File: config.mk
export PLATFORM = sky130hd
export DESIGN_NAME = lite_write_master_flat
export DESIGN_NICKNAME = d
export VERILOG_FILES = /design/src/rtl/dma_lite_pkg.sv /design/src/rtl/lite_write_master_if.sv /design/src/rtl/lite_write_master.sv /design/src/flat_wrapper.sv
export SDC_FILE = /design/constraint.sdc
export NUM_CORES = 1
export LEC_CHECK = 0
export BUFFER_PORTS_ARGS = -buffer_cell sky130_fd_sc_hd__buf_2
export CAP_MARGIN = 5
export CORE_ASPECT_RATIO = 1.4
export CORE_MARGIN = 2
export CORE_UTILIZATION = 46
export DETAILED_ROUTE_END_ITERATION = 8
export PLACE_DENSITY = 0.78
export SLEW_MARGIN = 10
export SYNTH_ARGS = -nofsm -noshare
export SYNTH_HDL_FRONTEND = slang
export SYNTH_SLANG_ARGS = --single-unit
File: constraint.sdc
create_clock -name clk -period 2.1 [get_ports clk]
set_clock_uncertainty 0.05 [all_clocks]
set_input_delay 0 -clock clk [delete_from_list [all_inputs] [get_ports clk]]
set_output_delay 0 -clock clk [all_outputs]
set_load 0.02 [all_outputs]
File: src/rtl/dma_lite_pkg.sv
// Shared definitions for the DMA AXI4-Lite register-programming path:
// one-hot FSM encoding, AXI response codes and DMA register byte offsets.
package dma_lite_pkg;

    typedef enum logic [2:0] {
        IDLE      = 3'b001,
        ADDR_DATA = 3'b010,
        WAIT_B    = 3'b100
    } state_t;

    localparam logic [1:0] RESP_OKAY   = 2'b00;
    localparam logic [1:0] RESP_SLVERR = 2'b10;

    localparam logic [9:0] REG_DMACR  = 10'h000;
    localparam logic [9:0] REG_DMASR  = 10'h004;
    localparam logic [9:0] REG_SA     = 10'h018;
    localparam logic [9:0] REG_MSB    = 10'h01C;
    localparam logic [9:0] REG_LENGTH = 10'h028;

endpackage

File: src/rtl/lite_write_master_if.sv
// AXI4-Lite write-only channel bundle (AW, W, B) between the lite write
// master and the DMA core's register slave port.
interface lite_write_master_if #(
    parameter int ADDR_W = 10,
    parameter int DATA_W = 32
);
    logic [ADDR_W-1:0]   m_axi_awaddr;
    logic [2:0]          m_axi_awprot;
    logic                m_axi_awvalid;
    logic                m_axi_awready;
    logic [DATA_W-1:0]   m_axi_wdata;
    logic [DATA_W/8-1:0] m_axi_wstrb;
    logic                m_axi_wvalid;
    logic                m_axi_wready;
    logic [1:0]          m_axi_bresp;
    logic                m_axi_bvalid;
    logic                m_axi_bready;

    modport master (
        output m_axi_awaddr, m_axi_awprot, m_axi_awvalid,
        output m_axi_wdata, m_axi_wstrb, m_axi_wvalid,
        output m_axi_bready,
        input  m_axi_awready, m_axi_wready, m_axi_bresp, m_axi_bvalid
    );

    modport slave (
        input  m_axi_awaddr, m_axi_awprot, m_axi_awvalid,
        input  m_axi_wdata, m_axi_wstrb, m_axi_wvalid,
        input  m_axi_bready,
        output m_axi_awready, m_axi_wready, m_axi_bresp, m_axi_bvalid
    );

endinterface

File: src/rtl/lite_write_master.sv
// AXI4-Lite single-outstanding write master: one-cycle request in, AW/W/B out,
// one-cycle lite_end/lite_err back. Optional watchdog under `LITE_TIMEOUT_EN.
module lite_write_master
    import dma_lite_pkg::*;
#(
    parameter int ADDR_W         = 10,
    parameter int DATA_W         = 32,
    parameter int TIMEOUT_CYCLES = 1024
) (
    input  logic                    clk,
    input  logic                    rst,
    input  logic                    lite_valid,
    input  logic [ADDR_W-1:0]       lite_awaddr,
    input  logic [DATA_W-1:0]       lite_wdata,
    output logic                    lite_end,
    output logic                    lite_err,
    output logic                    lite_busy,
    lite_write_master_if.master     m_axi
);

    if (!(DATA_W == 32 || DATA_W == 64) || TIMEOUT_CYCLES < 1) begin : g_bad_param
        $error("lite_write_master: DATA_W must be 32 or 64 and TIMEOUT_CYCLES >= 1");
    end

    state_t            state, state_next;
    logic [ADDR_W-1:0] addr_q;
    logic [DATA_W-1:0] data_q;
    logic awvalid_q, wvalid_q, bready_q, aw_done_q, w_done_q, end_q, err_q, busy_q;
    logic awvalid_d, wvalid_d, bready_d, aw_done_d, w_done_d, end_d, err_d, busy_d;
    logic aw_fire, w_fire, b_fire, both_done, timeout;

    assign aw_fire   = awvalid_q & m_axi.m_axi_awready;
    assign w_fire    = wvalid_q & m_axi.m_axi_wready;
    assign b_fire    = bready_q & m_axi.m_axi_bvalid;
    // Covers AW and W completing on the same edge as well as skewed completion.
    assign both_done = (aw_done_q | aw_fire) & (w_done_q | w_fire);

`ifdef LITE_TIMEOUT_EN
    localparam int CNT_W = $clog2(TIMEOUT_CYCLES + 1);
    logic [CNT_W-1:0] cnt_q;

    always_ff @(posedge clk or posedge rst) begin
        if (rst)
            cnt_q <= '0;
        else if (state == IDLE)
            cnt_q <= '0;
        else
            cnt_q <= cnt_q + 1'b1;
    end

    assign timeout = (state != IDLE) && (cnt_q == CNT_W'(TIMEOUT_CYCLES - 1));
`else
    assign timeout = 1'b0;
`endif

    always_ff @(posedge clk or posedge rst) begin
        if (rst)
            state <= IDLE;
        else
            state <= state_next;
    end

    always_comb begin
        state_next = state;
        case (state)
            IDLE:      if (lite_valid) state_next = ADDR_DATA;
            ADDR_DATA: begin
                if (timeout)
                    state_next = IDLE;
                else if (both_done)
                    state_next = WAIT_B;
            end
            WAIT_B:    if (b_fire || timeout) state_next = IDLE;
            default:   state_next = IDLE;
        endcase
    end

    always_comb begin
        awvalid_d = awvalid_q & ~aw_fire;
        wvalid_d  = wvalid_q & ~w_fire;
        bready_d  = bready_q;
        aw_done_d = aw_done_q | aw_fire;
        w_done_d  = w_done_q | w_fire;
        end_d     = 1'b0;
        err_d     = 1'b0;
        busy_d    = busy_q;
        case (state)
            IDLE: begin
                if (lite_valid) begin
                    awvalid_d = 1'b1;
                    wvalid_d  = 1'b1;
                    aw_done_d = 1'b0;
                    w_done_d  = 1'b0;
                    busy_d    = 1'b1;
                end
            end
            ADDR_DATA: begin
                if (timeout) begin
                    awvalid_d = 1'b0;
                    wvalid_d  = 1'b0;
                    end_d     = 1'b1;
                    err_d     = 1'b1;
                    busy_d    = 1'b0;
                end else if (both_done) begin
                    bready_d  = 1'b1;
                end
            end
            WAIT_B: begin
                // A real response wins over a watchdog expiry on the same edge.
                if (b_fire) begin
                    bready_d = 1'b0;
                    end_d    = 1'b1;
                    err_d    = (m_axi.m_axi_bresp != RESP_OKAY);
                    busy_d   = 1'b0;
                end else if (timeout) begin
                    bready_d = 1'b0;
                    end_d    = 1'b1;
                    err_d    = 1'b1;
                    busy_d   = 1'b0;
                end
            end
            default: begin
                awvalid_d = 1'b0;
                wvalid_d  = 1'b0;
                bready_d  = 1'b0;
                busy_d    = 1'b0;
            end
        endcase
    end

    always_ff @(posedge clk or posedge rst) begin
        if (rst) begin
            awvalid_q <= 1'b0;
            wvalid_q  <= 1'b0;
            bready_q  <= 1'b0;
            aw_done_q <= 1'b0;
            w_done_q  <= 1'b0;
            end_q     <= 1'b0;
            err_q     <= 1'b0;
            busy_q    <= 1'b0;
        end else begin
            awvalid_q <= awvalid_d;
            wvalid_q  <= wvalid_d;
            bready_q  <= bready_d;
            aw_done_q <= aw_done_d;
            w_done_q  <= w_done_d;
            end_q     <= end_d;
            err_q     <= err_d;
            busy_q    <= busy_d;
        end
    end

    // Request payload is only sampled when idle, so it stays stable under valid.
    always_ff @(posedge clk or posedge rst) begin
        if (rst) begin
            addr_q <= '0;
            data_q <= '0;
        end else if (state == IDLE && lite_valid) begin
            addr_q <= lite_awaddr;
            data_q <= lite_wdata;
        end
    end

    assign lite_end            = end_q;
    assign lite_err            = err_q;
    assign lite_busy           = busy_q;
    assign m_axi.m_axi_awaddr  = addr_q;
    assign m_axi.m_axi_awprot  = 3'b000;
    assign m_axi.m_axi_awvalid = awvalid_q;
    assign m_axi.m_axi_wdata   = data_q;
    assign m_axi.m_axi_wstrb   = '1;
    assign m_axi.m_axi_wvalid  = wvalid_q;
    assign m_axi.m_axi_bready  = bready_q;

endmodule

File: src/flat_wrapper.sv
// flat-port wrapper written by rule: the top's interface ports become plain ports
module lite_write_master_flat import dma_lite_pkg::*;
#(
    parameter int ADDR_W         = 10,
    parameter int DATA_W         = 32,
    parameter int TIMEOUT_CYCLES = 1024
)
  (clk, rst, lite_valid, lite_awaddr, lite_wdata, lite_end, lite_err, lite_busy, m_axi_m_axi_awaddr, m_axi_m_axi_awprot, m_axi_m_axi_awvalid, m_axi_m_axi_wdata, m_axi_m_axi_wstrb, m_axi_m_axi_wvalid, m_axi_m_axi_bready, m_axi_m_axi_awready, m_axi_m_axi_wready, m_axi_m_axi_bresp, m_axi_m_axi_bvalid);
  lite_write_master_if #(.ADDR_W(ADDR_W), .DATA_W(DATA_W)) m_axi_i ();
  input  logic clk;
  input  logic rst;
  input  logic lite_valid;
  input  logic [ADDR_W-1:0] lite_awaddr;
  input  logic [DATA_W-1:0] lite_wdata;
  output logic lite_end;
  output logic lite_err;
  output logic lite_busy;
  output wire logic [$bits(m_axi_i.m_axi_awaddr)-1:0] m_axi_m_axi_awaddr;
  output wire logic [$bits(m_axi_i.m_axi_awprot)-1:0] m_axi_m_axi_awprot;
  output wire logic [$bits(m_axi_i.m_axi_awvalid)-1:0] m_axi_m_axi_awvalid;
  output wire logic [$bits(m_axi_i.m_axi_wdata)-1:0] m_axi_m_axi_wdata;
  output wire logic [$bits(m_axi_i.m_axi_wstrb)-1:0] m_axi_m_axi_wstrb;
  output wire logic [$bits(m_axi_i.m_axi_wvalid)-1:0] m_axi_m_axi_wvalid;
  output wire logic [$bits(m_axi_i.m_axi_bready)-1:0] m_axi_m_axi_bready;
  input wire logic [$bits(m_axi_i.m_axi_awready)-1:0] m_axi_m_axi_awready;
  input wire logic [$bits(m_axi_i.m_axi_wready)-1:0] m_axi_m_axi_wready;
  input wire logic [$bits(m_axi_i.m_axi_bresp)-1:0] m_axi_m_axi_bresp;
  input wire logic [$bits(m_axi_i.m_axi_bvalid)-1:0] m_axi_m_axi_bvalid;
  assign m_axi_m_axi_awaddr = m_axi_i.m_axi_awaddr;
  assign m_axi_m_axi_awprot = m_axi_i.m_axi_awprot;
  assign m_axi_m_axi_awvalid = m_axi_i.m_axi_awvalid;
  assign m_axi_m_axi_wdata = m_axi_i.m_axi_wdata;
  assign m_axi_m_axi_wstrb = m_axi_i.m_axi_wstrb;
  assign m_axi_m_axi_wvalid = m_axi_i.m_axi_wvalid;
  assign m_axi_m_axi_bready = m_axi_i.m_axi_bready;
  assign m_axi_i.m_axi_awready = m_axi_m_axi_awready;
  assign m_axi_i.m_axi_wready = m_axi_m_axi_wready;
  assign m_axi_i.m_axi_bresp = m_axi_m_axi_bresp;
  assign m_axi_i.m_axi_bvalid = m_axi_m_axi_bvalid;
  lite_write_master #(.ADDR_W(ADDR_W), .DATA_W(DATA_W), .TIMEOUT_CYCLES(TIMEOUT_CYCLES)) u_core (.clk(clk), .rst(rst), .lite_valid(lite_valid), .lite_awaddr(lite_awaddr), .lite_wdata(lite_wdata), .lite_end(lite_end), .lite_err(lite_err), .lite_busy(lite_busy), .m_axi(m_axi_i));
endmodule
* After elaboration in Yosys (flattened, before gate mapping)
Index checks and enable logic that the tools add are counted.
** Word-level totals
- Output and inout bits :: 55
- Input port bits :: 50
- Flip-flop bits (word level) :: 53
** Cells by class
- Eq/ne operators :: 6
- Multiplexer cells :: 21
- Reductions and logical operators :: 6
- Bitwise logic cells :: 12
** Operators with widths (count)
- $mux W1 :: 13
- $mux W3 :: 3
- $pmux W3 S3 :: 1
- $reduce_and A3 Y1 :: 3
- $and A1 B1 Y1 :: 6
- $pmux W1 S3 :: 2
- $ne A2 B1 Y1 const B :: 2
- $not A1 Y1 :: 4
- $pmux W1 S2 :: 2
- $eq A3 B1 Y1 const B :: 1
- $eq A3 B2 Y1 const B :: 1
- $eq A3 B3 Y1 const B :: 1
- $ne A2 B2 Y1 const B :: 1
- $or A1 B1 Y1 :: 2
- $reduce_bool A2 Y1 :: 1
- $reduce_or A2 Y1 :: 1
- $logic_and A1 B1 Y1 :: 1

* Logic depth before layout (Yosys ltp)
Gate-level depths: netlist of run 1.
- Word-level depth :: 5
- Depth in mapped cells :: 5
- Depth with buffers taken out :: 3

* Least setup slack after synthesis of run 1
No wires, ideal clock.
- Kind :: register to register
- Start :: reg u_core.state[0]
- End :: reg u_core.bready_q (netlist: u_core.m_axi.m_axi_bready)
- Required time :: 1.911 ns
- Arrival time :: 1.351 ns
- Path slack :: 0.561 ns
- Cell stages (with the launch flop) :: 5
- Setup time :: 0.139 ns
- Cells stage by stage :: dfstp_2 buf_4 nor2_1 and3_1 or4_1
** On the way
- Longest elaborated chain between the ends :: 3
- Elaborated cells on any way between the ends :: 8
- Classes of those cells :: eq/ne (5); mux (1); bitwise (1); reduce/logical (1)
** RTL lines
- start, declared :: line lite_write_master.sv:25 : state_t state, state_next;
- start signal, assigned :: line lite_write_master.sv:60 : state <= state_next;
- $eq A3 B3 Y1 (tied with other cells) :: line lite_write_master.sv:87 : case (state)
- $ne A2 B1 Y1 (no line) or $not A1 Y1 (tied branches)
- $reduce_and A3 Y1 (no line)
- end signal, assigned :: line lite_write_master.sv:144 : bready_q <= bready_d;
- end, declared :: line lite_write_master.sv:28 : logic awvalid_q, wvalid_q, bready_q, aw_done_q, w_done_q, end_q, err_q, busy_q;
Parallel ways exist; a longest one is shown, timed or not.
A chain may end at the register's enable or synchronous reset.

* Final worst setup path of run 1
- Start :: reg u_core.state[1]
- End :: reg u_core.err_q (netlist: u_core.lite_err)
** On the way
- Longest elaborated chain between the ends :: 2
** RTL lines
- $eq A3 B3 Y1 :: line lite_write_master.sv:87
- $mux W1
- net u_core.err_d :: line lite_write_master.sv:29 : logic awvalid_d, wvalid_d, bready_d, aw_done_d, w_done_d, end_d, err_d, busy_d;
- end signal, assigned :: line lite_write_master.sv:148 : err_q <= err_d;
- end, declared :: line lite_write_master.sv:28
The timed path passes the listed nets, and every way through them passes these cells.

==> results.toml, run 1 <==
[run_status]
status = "finished clean"

[layout]
fin_area_sq_um = 3420
antenna_cells = 0
fin_cells = 365
fillers = 308
area_growth_pct = 47.9
final_util_pct = 70.7
drive_gt1_share_pct = 50.8
largest_reg_flops = 32
fin_nets = 350

[worst_setup_path]
critPathKind = "reg -> reg"
slowest_stage = "dlygate4sd3_1"
crit_chain = "or2b_1 > nor3_1 > o21a_1 > dlygate4sd3_1"
end_kind = "register"
cp_max_fo = 12
worst_setup_path_start_kind = "register"
worst_r2r_startpoint = "u_core.state[1]$_DFFE_PP0P_"
cpPeakStageDelay_ns = 0.54
crit-reg2reg-capture = "u_core.lite_err$_DFF_PP0_"
r2r_slack_ns = 0.25
arrival_ns = 2.04
reg2reg_depth = 4
required_ns = 2.28
critPathLaunch = "u_core.state[1]$_DFFE_PP0P_"

[detailed_routing]
wirelength_um = 5380
viasPerCell = 4.71
drcViolationCount = 0
initialDrtViolationCount = 71
postRouteAntennaNets = 0
dr.pass1.iters = 4
wl_per_cell_um = 14.7
vias = 1718

[synthesis]
ys_warn_count = 0
synth_largest_area_cell = "dfrtp_1"
synth.top_cells.by_area = "dfrtp_1 (56%), mux2_4 (23%), mux2_2 (2.9%)"
ys_types = 30
synthesis.instances = 154
yosys.area_share.simple_pct = 7.03
netlist.area_leader.share_pct = 56.2
synth_top_family_by_area = "multiplexers"
synth_compound_area_share_pct = 3.41
syn-cell-area_sq_um = 2310
synth-adder-area-share_pct = 0
syn_avg_cell_area_sq_um = 15.0
synthMuxAreaShare_pct = 26.3
synth_xor_xnor_area_share_pct = 0
seq_area_frac_synth_pct = 57.4
ys_seq_elements = 53

[place]
port_buffers = 97
place_inst = 309
gp_congestion = 0.832
hpwl_um = 3280
place_area_sq_um = 2830

[timing]
rsz0062_at_grt = "false"
tns_ns = 0
hold_viol_final = 0
worstMarginPinSlew_ns = 0.647
setup_viol = 0
post-route-period-util_pct = 88.2
slew_headroom_pct = 56.9
max_freq_mhz = 540
period_needed_ns = 1.85
slew_viol_final = 0

[pwr]
power_per_cell_area_nw_per_um2 = 1430
leakagePower_nw = 1.72
irDropWorstVdd_uv = 732

[global_routing]
grt_max_degree = 54
grt_pass1_wl_um = 8510
grt.overflow.total = 0
grt_pass1_vias = 1867
groute.usage.overall_pct = 19.6
antenna_found_initial = 0

[clocking]
clkTransAtPathRegs_ns = 0.09
tritoncts = "built"
worstSkewPairLatency_ns = 0.29
ctsRootBufferMaster = "clkbuf_8"
htreeDepth = 2
cts_buffers = 5
cts_buffer_depth = 2
cts_sinks = 53

[floorplanning]
core_sq_um = 4840
die_w_um = 63.9
pin_count = 105
fp.dieH_um = 87.9
die_area_sq_um = 5620
start_util_pct = 47.8
num_rows = 30

[hold_path]
hp-class = "in -> reg"
hold_end = "u_core.m_axi.m_axi_awvalid$_DFF_PP0_"
hold_depth = 3
worstHoldStart = "lite_valid"

[run]
cap_violations = 0
[where the power goes]
part / switching [mW] / internal, mW / leakage [nW]
Sequential: 0.326 / 1.51 / 0.636
Clock: 0.307 / 0.389 / 0.0585
Combinational: 1.20 / 1.17 / 1.03
Total: 1.83 / 3.07 / 1.72
[Yosys cell counts]
cell type  instances
dfrtp_1           52
mux2_4            36
buf_4              8
mux2_2             6
buf_6              5
nor2_1             5
a21oi_1            3
and3_1             3
nand2_1            3
nand2b_1           3
nand3_1            3
o211ai_1           3
conb_1             2
inv_1              2
nor2b_1            2
nor3_1             2
o21ai_0            2
o21bai_1           2
and2_1             1
buf_2              1
dfstp_2            1
nand3b_1           1
nor3b_1            1
nor4_1             1
nor4b_1            1
o21a_1             1
o31a_1             1
or2_2              1
or2b_1             1
or4_1              1
[cell families (layout without fill, tap and decap cells)]
| family | count (synthesis) | after routing |
|---|---|---|
| and+or+nand+nor | 29 | 29 |
| muxes | 42 | 42 |
| buffers and inverters | 16 | 158 |
| other | 2 | 7 |
| DFF | 53 | 53 |
| AOI/OAI and AO/OA | 12 | 12 |
[critical path, delay by kind of cell (launching register included)]
family          cells  cell delay (ns)
compound gates      1             0.16
flops               1             0.50
buf+inv             1             0.54
simple gates        2             0.55
[how the worst max path moves through the flow]
stage	to	depth (start not counted)
finish	u_core.lite_err$_DFF_PP0_	4
global route	u_core.lite_err$_DFF_PP0_	4
global placement	u_core.m_axi.m_axi_wdata[0]$_DFFE_PP0P_	3
CTS	u_core.lite_err$_DFF_PP0_	4
floorplan	u_core.m_axi.m_axi_bready$_DFFE_PP0P_	4
detailed placement	u_core.m_axi.m_axi_wdata[1]$_DFFE_PP0P_	4
[placed cells by master (no fill, tap or decap), drive strengths merged]
master,instances
nor4,1
o211ai,3
nand3b,1
o31a,1
nor4b,1
dlygate4sd3,48
conb,7
and3,3
nor2,5
o21a,1
and2,1
buf,100
or2,1
o21ai,2
bufinv,1
inv,2
o21bai,2
nor2b,2
or4,1
clkbuf,7
mux2,42
or2b,1
a21oi,3
dfstp,1
nor3b,1
nand3,3
dfrtp,52
nor3,2
nand2,3
nand2b,3
[routing by layer]
metal  share of wire, %  track usage, %
met1                 37            20.4
met5                  0               0
met4                2.1            9.29
met2                 57            37.6
met3                3.8            3.47
[stage by stage]
| stage | power (mW) | hold slack [ns] | setup slack, ns |
|---|---|---|---|
| 6_report | 4.91 | 0.0580 | 0.248 |
| 5_1_grt | 5.17 | 0.0522 | 0.163 |
| 4_1_cts | 4.92 | 0.0332 | 0.239 |
| 3_5_place_dp | 4.11 | 0.161 | 0.503 |
| 3_3_place_gp | 4.07 | 0.153 | 0.526 |
| 2_1_floorplan | 3.47 | 0.0670 | 0.561 |
[timing repair]
action | 4_1_cts | 5_1_grt
hold buffers | 48 | 0
resized for setup | 0 | 0
buffers inserted | 0 | 0
hold endpoints to repair | 100 | 0
[final cells by class]
cell class	instances	area, sq um	area share [%]
Sequential cell	53	1330	38.8
Clock buffer	7	86.3	2.52
Timing Repair Buffer	148	1010	29.6
Clock inverter	1	30.0	0.878
Multi-Input combinational cell	90	877	25.6
Inverter	2	7.51	0.219
Tap cell	64	80.1	2.34
No activity file was read; power rests on OpenSTA's default activity.
==> inputs of run 2 (changes only) <==
CORE_MARGIN = not set   (was 2)
CTS_CLUSTER_SIZE = 24   (was not set)
==> run 2 against run 1 <==
  * Routed wire length up 1.2%
  * First-iteration DRC count down 75%
  * Power up 1.9%
  * Register-to-register slack about the same
  * Setup slack worse by 0.0069 ns
  * Maximum frequency down 0.37%
  * Hold slack worse by 0.0026 ns
  * Clock power up 14%
  * Combinational power about the same
  * Utilization up 0.67 points
  * Cell count up 0.55%
  * Largest power group unchanged
==> results.toml, run 2 (synthesis gave the netlist of run 1 again) <==
[layout]
fin_nets = 352
fillers = 312
mostFrequentLayoutCells = "buf_2 (97), dfrtp_1 (52), dlygate4sd3_1 (48), mux2_4 (36), conb_1 (7)"
area_growth_pct = 49.3
largest_reg_flops = 32
final_util_pct = 71.3
layout_commonest_cell = "buf_2"
drive_gt1_share_pct = 51.5
antenna_cells = 0

[floorplanning]
start_util_pct = 47.8
fp.dieH_um = 85.9
die_w_um = 61.9
die_area_sq_um = 5320
num_rows = 30
pin_count = 105
core_sq_um = 4840

[pwr]
swShare_pct = 36.6
irDropWorstVdd_uv = 1140
p_switching_mw = 1.83
power.internal_mw = 3.17
power_frac_clock_pct = 15.8
power_per_cell_area_nw_per_um2 = 1450
leakagePower_nw = 1.74
pwr-share-seq_pct = 36.8
combPwrFrac_pct = 47.4

[detailed_routing]
initialDrtViolationCount = 18
viasPerCell = 4.63
dr.pass1.iters = 4
drcViolationCount = 0
postRouteAntennaNets = 0
wl_per_cell_um = 14.8
wirelength_um = 5450
vias = 1701

[worst_setup_path]
required_ns = 2.29
arrival_ns = 2.05
worst_setup_path_start_kind = "register"
critPathKind = "reg -> reg"
cp_max_fo = 12
crit_chain = "or2b_1 > nor3_1 > o21a_1 > dlygate4sd3_1"
end_kind = "register"
cpPeakStageDelay_ns = 0.54
slowest_stage = "dlygate4sd3_1"

[timing]
slew_viol_final = 0
tns_ns = 0
hold_viol_final = 0
max_freq_mhz = 538
post-route-period-util_pct = 88.5
slew_headroom_pct = 58.1
worstMarginPinSlew_ns = 0.627
period_needed_ns = 1.86
rsz0062_at_grt = "false"
setup_viol = 0

[global_routing]
grt_pass1_wl_um = 8370
grt.overflow.total = 0
grt_max_degree = 32
groute.usage.overall_pct = 21.8
grt_pass1_vias = 1752
antenna_found_initial = 0

[hold_path]
hp-class = "in -> reg"

[clocking]
htreeDepth = 2
cts_buffer_depth = 2
post_cts_resized = 0
clkTransAtPathRegs_ns = 0.09
cts_buffers = 5
tritoncts = "built"
worstSkewPairLatency_ns = 0.30
cts_sinks = 53
ctsRootBufferMaster = "clkbuf_8"

[place]
port_buffers = 97
hpwl_um = 3660
gp_congestion = 0.760

[run_status]
status = "finished clean"

[run]
cap_violations = 0
==> run 2: cell count changes in the layout (fill, tap and decap cells not counted) <==
cell	previous run	this run
clkinv_2	0	1
clkbuf_1	1	0
bufinv_16	1	2
buf_4	1	3
clkbuf_8	6	5
==> run 2: what timing repair did <==
item	CTS	global route
hold buffers	48	0
endpoints found under the hold margin	76	0
buffers inserted	0	0
==> run 2: per-layer routing <==
| layer | GRT usage (%) | routed length [um] | up-vias |
|---|---|---|---|
| li1 | - | - | 810 |
| met1 | 25.6 | 2100 | 832 |
| met2 | 39.2 | 3120 | 54 |
| met3 | 4.07 | 180 | 5 |
| met4 | 6.06 | 46 | 0 |
| met5 | 0 | 0 | - |
==> run 2: layout make-up <==
cell class                 count  area, sq um  share of cell area [%]
clock inverter                 3         65.1                    1.88
multi-input combinational     90          877                    25.4
sequential                    53         1330                    38.4
inverter                       2         7.51                   0.217
clock buffer                   5         68.8                    1.99
timing repair buffer         150         1030                    29.8
tap                           64         80.1                    2.32
==> run 2: power groups by stage <==
stage | Combinational (mW) | Sequential [mW] | Clock [mW]
floorplan | 1.13 | 2.34 | 0
global placement | 2.25 | 1.83 | 0
detailed placement | 2.31 | 1.84 | 0
CTS | 2.38 | 1.84 | 0.813
global route | 2.51 | 1.90 | 0.843
finish | 2.37 | 1.84 | 0.790
==> run 2: path summary, 6_finish.rpt <==
path                                                               start                                        to  slack [ns]  cells past startpoint
worst max-delay path                         u_core.state[1]$_DFFE_PP0P_                 u_core.lite_err$_DFF_PP0_        0.24                      4
worst min-delay path                                          lite_valid       u_core.m_axi.m_axi_wvalid$_DFF_PP0_        0.06                      3
worst max register to register               u_core.state[1]$_DFFE_PP0P_                 u_core.lite_err$_DFF_PP0_        0.24                      4
worst min register to register  u_core.m_axi.m_axi_wdata[27]$_DFFE_PP0P_  u_core.m_axi.m_axi_wdata[27]$_DFFE_PP0P_        0.47                      1
max in group asynchronous                                            rst  u_core.m_axi.m_axi_wdata[12]$_DFFE_PP0P_        1.11                      4
min in group asynchronous                                            rst  u_core.m_axi.m_axi_wdata[19]$_DFFE_PP0P_        0.29                      3
==> run 2: critical path, delay by kind of cell (launching register included) <==
kind | cells | cell delay, ns
buffers and inverters | 1 | 0.54
and+or+nand+nor | 2 | 0.55
DFF | 1 | 0.49
AOI/OAI and AO/OA | 1 | 0.18
==> run 2: stage by stage <==
stage          setup WS (ns)  total power [mW]  hold WS [ns]  instances  cell area (sq um)
4_1_cts                0.262              5.03        0.0471        367               3450
3_3_place_gp           0.391              4.08        0.0643        311               2840
5_1_grt                0.129              5.25        0.0511        367               3450
6_report               0.241              5.00        0.0554        367               3450
3_5_place_dp           0.361              4.15        0.0682        311               2840
2_1_floorplan          0.561              3.47        0.0670        159               2330
